===== src/rtl/cell_search_ctrl.sv =====
// Cell search / tracking sequencer for the PSS detector: acquires an N_id_2,
// tracks it on the PSS_PERIOD grid, and forwards CFO estimates only for accepted detections.
module cell_search_ctrl #(
    parameter int   PSS_PERIOD  = 38400,
    parameter int   WINDOW_HALF = 8,
    parameter int   MAX_MISSES  = 3,
    parameter int   CFO_DW      = 20,
    localparam int  TIMER_DW    = $clog2(PSS_PERIOD + WINDOW_HALF + 1),
    localparam int  MISS_DW     = $clog2(MAX_MISSES + 1)
) (
    input  logic                     clk_i,
    input  logic                     reset_i,
    input  logic                     enable_i,
    input  logic                     s_axis_in_tvalid,
    input  logic                     N_id_2_valid_i,
    input  logic [1:0]               N_id_2_i,
    input  logic                     CFO_valid_i,
    input  logic signed [CFO_DW-1:0] CFO_DDS_inc_i,
    output logic [1:0]               mode_o,
    output logic [1:0]               requested_N_id_2_o,
    output logic                     locked_o,
    output logic                     lock_lost_o,
    output logic                     CFO_valid_o,
    output logic signed [CFO_DW-1:0] CFO_DDS_inc_o,
    output logic [MISS_DW-1:0]       miss_cnt_o
);

    typedef enum logic [1:0] {S_IDLE, S_SEARCH, S_WAIT, S_TRACK} state_t;

    localparam logic [1:0] MODE_SEARCH = 2'd0;
    localparam logic [1:0] MODE_TRACK  = 2'd1;
    localparam logic [1:0] MODE_PAUSE  = 2'd2;

    localparam logic [TIMER_DW-1:0] T_OPEN   = TIMER_DW'(PSS_PERIOD - WINDOW_HALF);
    localparam logic [TIMER_DW-1:0] T_CLOSE  = TIMER_DW'(PSS_PERIOD + WINDOW_HALF);
    localparam logic [TIMER_DW-1:0] T_PERIOD = TIMER_DW'(PSS_PERIOD);
    localparam logic [MISS_DW-1:0]  MISS_LAST = MISS_DW'(MAX_MISSES - 1);

    state_t                     state_q;
    logic [TIMER_DW-1:0]        timer_q;
    logic [MISS_DW-1:0]         miss_cnt_q;
    logic [1:0]                 mode_q;
    logic [1:0]                 req_id_q;
    logic                       locked_q;
    logic                       lock_lost_q;
    logic                       cfo_armed_q;
    logic                       cfo_valid_q;
    logic signed [CFO_DW-1:0]   cfo_inc_q;

    logic hit;
    logic acquire;
    logic arm_now;
    logic cfo_fwd;

    always_comb begin
        hit     = (state_q == S_TRACK) && N_id_2_valid_i && (N_id_2_i == req_id_q);
        acquire = (state_q == S_SEARCH) && N_id_2_valid_i;
        arm_now = enable_i && (hit || acquire);
        // Arming from a same-cycle detection counts, so its CFO is forwarded.
        cfo_fwd = enable_i && CFO_valid_i && (cfo_armed_q || arm_now);
    end

    always_ff @(posedge clk_i or posedge reset_i) begin
        if (reset_i) begin
            state_q     <= S_IDLE;
            timer_q     <= '0;
            miss_cnt_q  <= '0;
            mode_q      <= MODE_PAUSE;
            req_id_q    <= 2'd0;
            locked_q    <= 1'b0;
            lock_lost_q <= 1'b0;
            cfo_armed_q <= 1'b0;
            cfo_valid_q <= 1'b0;
            cfo_inc_q   <= '0;
        end else begin
            lock_lost_q <= 1'b0;
            cfo_valid_q <= cfo_fwd;
            if (cfo_fwd) begin
                cfo_inc_q   <= CFO_DDS_inc_i;
                cfo_armed_q <= 1'b0;
            end else if (arm_now) begin
                cfo_armed_q <= 1'b1;
            end

            if (!enable_i) begin
                state_q     <= S_IDLE;
                mode_q      <= MODE_PAUSE;
                locked_q    <= 1'b0;
                timer_q     <= '0;
                miss_cnt_q  <= '0;
                cfo_armed_q <= 1'b0;
            end else begin
                case (state_q)
                    S_IDLE: begin
                        timer_q     <= '0;
                        miss_cnt_q  <= '0;
                        cfo_armed_q <= 1'b0;
                        state_q     <= S_SEARCH;
                        mode_q      <= MODE_SEARCH;
                    end
                    S_SEARCH: begin
                        if (N_id_2_valid_i) begin
                            req_id_q <= N_id_2_i;
                            timer_q  <= '0;
                            state_q  <= S_WAIT;
                            mode_q   <= MODE_PAUSE;
                        end
                    end
                    S_WAIT: begin
                        if (s_axis_in_tvalid)
                            timer_q <= timer_q + TIMER_DW'(1);
                        if (timer_q == T_OPEN) begin
                            state_q <= S_TRACK;
                            mode_q  <= MODE_TRACK;
                        end
                    end
                    S_TRACK: begin
                        if (hit) begin
                            timer_q    <= '0;
                            miss_cnt_q <= '0;
                            locked_q   <= 1'b1;
                            state_q    <= S_WAIT;
                            mode_q     <= MODE_PAUSE;
                        end else if (timer_q == T_CLOSE) begin
                            // Pull back by one period so the next window stays on the nominal grid.
                            timer_q <= timer_q - T_PERIOD;
                            if (miss_cnt_q == MISS_LAST) begin
                                miss_cnt_q  <= '0;
                                locked_q    <= 1'b0;
                                lock_lost_q <= locked_q;
                                state_q     <= S_SEARCH;
                                mode_q      <= MODE_SEARCH;
                            end else begin
                                miss_cnt_q <= miss_cnt_q + MISS_DW'(1);
                                state_q    <= S_WAIT;
                                mode_q     <= MODE_PAUSE;
                            end
                        end else if (s_axis_in_tvalid) begin
                            timer_q <= timer_q + TIMER_DW'(1);
                        end
                    end
                    default: begin
                        state_q <= S_IDLE;
                        mode_q  <= MODE_PAUSE;
                    end
                endcase
            end
        end
    end

    assign mode_o             = mode_q;
    assign requested_N_id_2_o = req_id_q;
    assign locked_o           = locked_q;
    assign lock_lost_o        = lock_lost_q;
    assign CFO_valid_o        = cfo_valid_q;
    assign CFO_DDS_inc_o      = cfo_inc_q;
    assign miss_cnt_o         = miss_cnt_q;

endmodule


===== config.mk =====
export PLATFORM = sky130hd
export DESIGN_NAME = cell_search_ctrl
export DESIGN_NICKNAME = d
export VERILOG_FILES = /design/src/rtl/cell_search_ctrl.sv
export SDC_FILE = /design/constraint.sdc
export NUM_CORES = 1
export LEC_CHECK = 0
export CORE_MARGIN = 2
export CORE_UTILIZATION = 54
export CTS_CLUSTER_SIZE = 40
export DETAILED_ROUTE_END_ITERATION = 7
export MAX_ROUTING_LAYER = met4
export PLACE_DENSITY = 0.88
export SLEW_MARGIN = 20
export SYNTH_ARGS = -nofsm -noshare
export SYNTH_HDL_FRONTEND = slang
export SYNTH_SLANG_ARGS = --single-unit

===== constraint.sdc =====
create_clock -name clk_i -period 2.88 [get_ports clk_i]
set_input_delay 0.432 -clock clk_i [delete_from_list [all_inputs] [get_ports clk_i]]
set_output_delay 0.432 -clock clk_i [all_outputs]
set_load 0.02 [all_outputs]

==> results_dict.tcl <==
set metrics [dict create \
    io_buffers 56 \
    synth_enable_flop_cells 0 \
    synth_sequential_area_ratio_pct 47.5 \
    wl_microns 6010 \
    p_clk_share_pct 19.2 \
    crit_chain "clkdlybuf4s50_1 -> xnor2_1 -> nand3_1 -> o21ai_0 -> and3_1 -> buf_4 -> mux2_2" \
    core_area_sq_um 4440 \
    arrival_ns 2.53 \
    die_height_microns 72.5 \
    finalSetupViolCount 0 \
    post_synth_inst_count 243 \
    placement.setup.worst_slack_ns 0.266 \
    floorplan.initialDensity_pct 57.0 \
    yosysWarningCount 0 \
    maximum_number_of_pins_on_one_net_before_global_route_repair 27 \
    routed-via-count 2158 \
    internal_power_mw 1.66 \
    ioPinCount 57 \
    dominantRegCellSynth "sky130_fd_sc_hd__dfrtp_1" \
    wire_per_inst_microns 16.9 \
    antenna_violations_before_repair 0 \
    worst-slew-pin-transition_ns 0.580 \
    hpwl_microns 4520 \
    first_global_vias 2127 \
    detailedRoute.firstPassIterationCount 4 \
    postCtsSetupRepairBufs 0 \
    drtAntennaViolNets 0 \
    share_of_final_layout_standard_cells_stronger_than_drive_strength_1_pct 17.2 \
    clk_transition_reported_paths_ns 0.10 \
    power.static_leakage_nw 1.35 \
    critical_path.startpoint_type "input pin" \
    crit_path_top_delay_cell "sky130_fd_sc_hd__clkdlybuf4s50_1" \
    layout_worst_path_cycle_share_pct 81.3 \
    critPathMaxStageDelay_ns 0.45 \
    drt_drc_violations_left 0 \
    grt_usage_pct 25.2 \
    hold_viol 0 \
    fin_skew_ns 0.00863 \
    pwr_density_cell_nw_per_um2 790 \
    initialDrtViolationCount 169 \
    gpl.final_weighted_congestion 0.945 \
    fin_tns_setup_ns 0 \
    finish.cell_count_without_fillers 355 \
    post_synth_instance_area_sq_um 2530 \
    cts_htree_levels 2 \
    max-cap-violations 0 \
    async_flop_share_pct 100 \
    worst-endpoint-required_ns 3.07 \
    fin_crit_ns 2.34 \
    most-common-layout-cells "sky130_fd_sc_hd__clkdlybuf4s50_1 (56), sky130_fd_sc_hd__dfrtp_1 (47), sky130_fd_sc_hd__mux2_2 (23), sky130_fd_sc_hd__nand2_1 (16), sky130_fd_sc_hd__nand3_1 (15)" \
    layout.nets 333 \
    grt_overflow_total 0 \
    cp_class "input pin to register" \
    outcome "finished, final reports clean" \
    sequentialPowerShare_pct 38.2 \
    max_frequency_ghz 0.427 \
    switching_share_pct 35.4 \
    num-fill-cells 318 \
    clock-sinks 48 \
    path_buf_inv 2 \
    critPathTopFamily "buffers and inverters" \
    ys_types 54 \
    die_x_microns 72.5 \
    antenna_cells_inserted 0 \
    clock_path_buffers 2 \
    worst-path-max-fanout 21 \
    postLayoutSetupSlackWorst_ns 0.537 \
    worstSkewPairLatency_ns 0.31 \
    comb_power_share_pct 42.6 \
    dp_cells 347 \
    ir_drop_v 0.000307 \
    floorplan.rows 24 \
    cts_inserted_buffers 5 \
    postSynthNetCount 274 \
    drt-vias-per-instance 6.08 \
    crit_path_end_kind "register" \
    cts.repair.resized 0 \
    hold_class "input pin to asynchronous set/reset pin" \
    clock_tree.root_cell "sky130_fd_sc_hd__clkbuf_8" \
    multi_input_comb_area_sq_um 1220 \
    post-synth-top-area-fraction_pct 46.5 \
    postSynthRegisterBits 48 \
    timing.final.max_slew_violations 0 \
    holdBufCountCts 0 \
    sw_pwr_uw 912 \
    first_pass_grt_wire_length_microns 9980 \
    worst_slew_margin_rel_pct 61.3 \
    die_area_sq_um 5250 \
    cts_tree "yes" \
    synth_largest_area_cell "sky130_fd_sc_hd__dfrtp_1" \
    rsz_0062_raised_after_global_routing "no" \
    layout.area.seq_sq_um 1200 \
    synth.top_cells.by_area "sky130_fd_sc_hd__dfrtp_1 (46%), sky130_fd_sc_hd__mux2_2 (10%), sky130_fd_sc_hd__nand3_1 (3.0%), sky130_fd_sc_hd__nand2_1 (2.4%), sky130_fd_sc_hd__a31oi_1 (2.2%)" \
    layout-area-overhead-vs-synth_pct 28.8 \
    layout_commonest_cell "sky130_fd_sc_hd__clkdlybuf4s50_1" \
    syn-mean-instance-area_sq_um 10.4 \
]
## metal layers
metal	global-route usage, %	wire length (microns)	up-vias	part of all wire, %
li1	-	-	1031	-
met1	32.8	2620	1015	44
met2	40.8	2830	101	47
met3	4.03	470	11	7.8
met4	8.23	89	0	1.5
met5	-	0	-	0
## power by group through the flow
stage / clock [mW] / sequential, mW / combinational, mW
5_1_grt: 0.539 / 1.01 / 1.17
3_3_place_gp: 0 / 0.985 / 1.06
6_report: 0.495 / 0.983 / 1.10
4_1_cts: 0.511 / 0.984 / 1.10
3_5_place_dp: 0 / 0.998 / 1.10
2_1_floorplan: 0 / 1.16 / 0.440
## synthesized netlist by cell type, types with 4 or more instances
cell / number
sky130_fd_sc_hd__or3_1: 5
sky130_fd_sc_hd__nand3_1: 15
sky130_fd_sc_hd__nand4_1: 9
sky130_fd_sc_hd__inv_1: 10
sky130_fd_sc_hd__a21oi_1: 7
sky130_fd_sc_hd__a22o_1: 6
sky130_fd_sc_hd__o21ai_0: 5
sky130_fd_sc_hd__a31o_2: 4
sky130_fd_sc_hd__nand2_1: 16
sky130_fd_sc_hd__buf_2: 6
sky130_fd_sc_hd__and3_1: 5
sky130_fd_sc_hd__a31oi_1: 9
sky130_fd_sc_hd__dfrtp_1: 47
sky130_fd_sc_hd__xnor2_1: 4
sky130_fd_sc_hd__nor2_1: 13
sky130_fd_sc_hd__nor3_1: 6
sky130_fd_sc_hd__mux2_2: 23
## final timing paths
path,start,to,slack [ns],depth (start not counted)
min,reset_i,timer_q[8],0.48,2
min reg2reg,mode_o[1],mode_o[1],0.51,2
max in group asynchronous,reset_i,lock_lost_o,1.76,3
min in group clk_i,mode_o[1],mode_o[1],0.51,2
max reg2reg,timer_q[4],timer_q[4],0.62,5
max,N_id_2_i[0],CFO_DDS_inc_o[15],0.54,7
## worst reg2reg max path: stages (launching register included)
cell	delay, ns
sky130_fd_sc_hd__dfrtp_1	0.46
sky130_fd_sc_hd__nor4_1	0.53
sky130_fd_sc_hd__and4_1	0.45
sky130_fd_sc_hd__o21ai_2	0.24
sky130_fd_sc_hd__and2_1	0.27
sky130_fd_sc_hd__a22o_1	0.22
## layout make-up
class                           count  share of cell area [%]
Sequential cell                    48                    36.9
Clock inverter                      3                    1.42
Multi-Input combinational cell    173                    37.5
Inverter                           11                    1.27
Tap cell                           52                    2.00
Clock buffer                        5                    2.11
Timing Repair Buffer               63                    18.8
## cell families (layout without fill, tap and decap cells)
kind of cell	count (synthesis)	after routing	synth area share, %
adders and majority gates	3	3	1.48
and+or+nand+nor	89	89	19.8
muxes	24	24	10.6
AOI/OAI and AO/OA	53	53	15.1
buffers and inverters	22	82	4.15
xor gates and xnor gates	4	4	1.38
DFF	48	48	47.5
## through the flow
| stage | hold slack, ns | util [%] | cell area (sq um) | power (mW) |
|---|---|---|---|---|
| final | 0.476 | 73.4 | 3260 | 2.58 |
| after global routing | 0.527 | 73.4 | 3260 | 2.72 |
| after CTS | 0.490 | 73.4 | 3260 | 2.60 |
| after detailed placement | 0.497 | 70.8 | 3150 | 2.10 |
| after global placement | 0.478 | 70.8 | 3150 | 2.04 |
| after floorplan | 0.490 | - | 2530 | 1.60 |
## flip-flops by register name, indices dropped and copies added, names as in the netlist, 2 cells and up
| register | cells |
|---|---|
| CFO_DDS_inc_o | 20 |
| miss_cnt_o | 2 |
| timer_q | 16 |
| mode_o | 2 |
| requested_N_id_2_o | 2 |
| state_q | 2 |
Note: power is estimated with default switching activity, not from simulation.
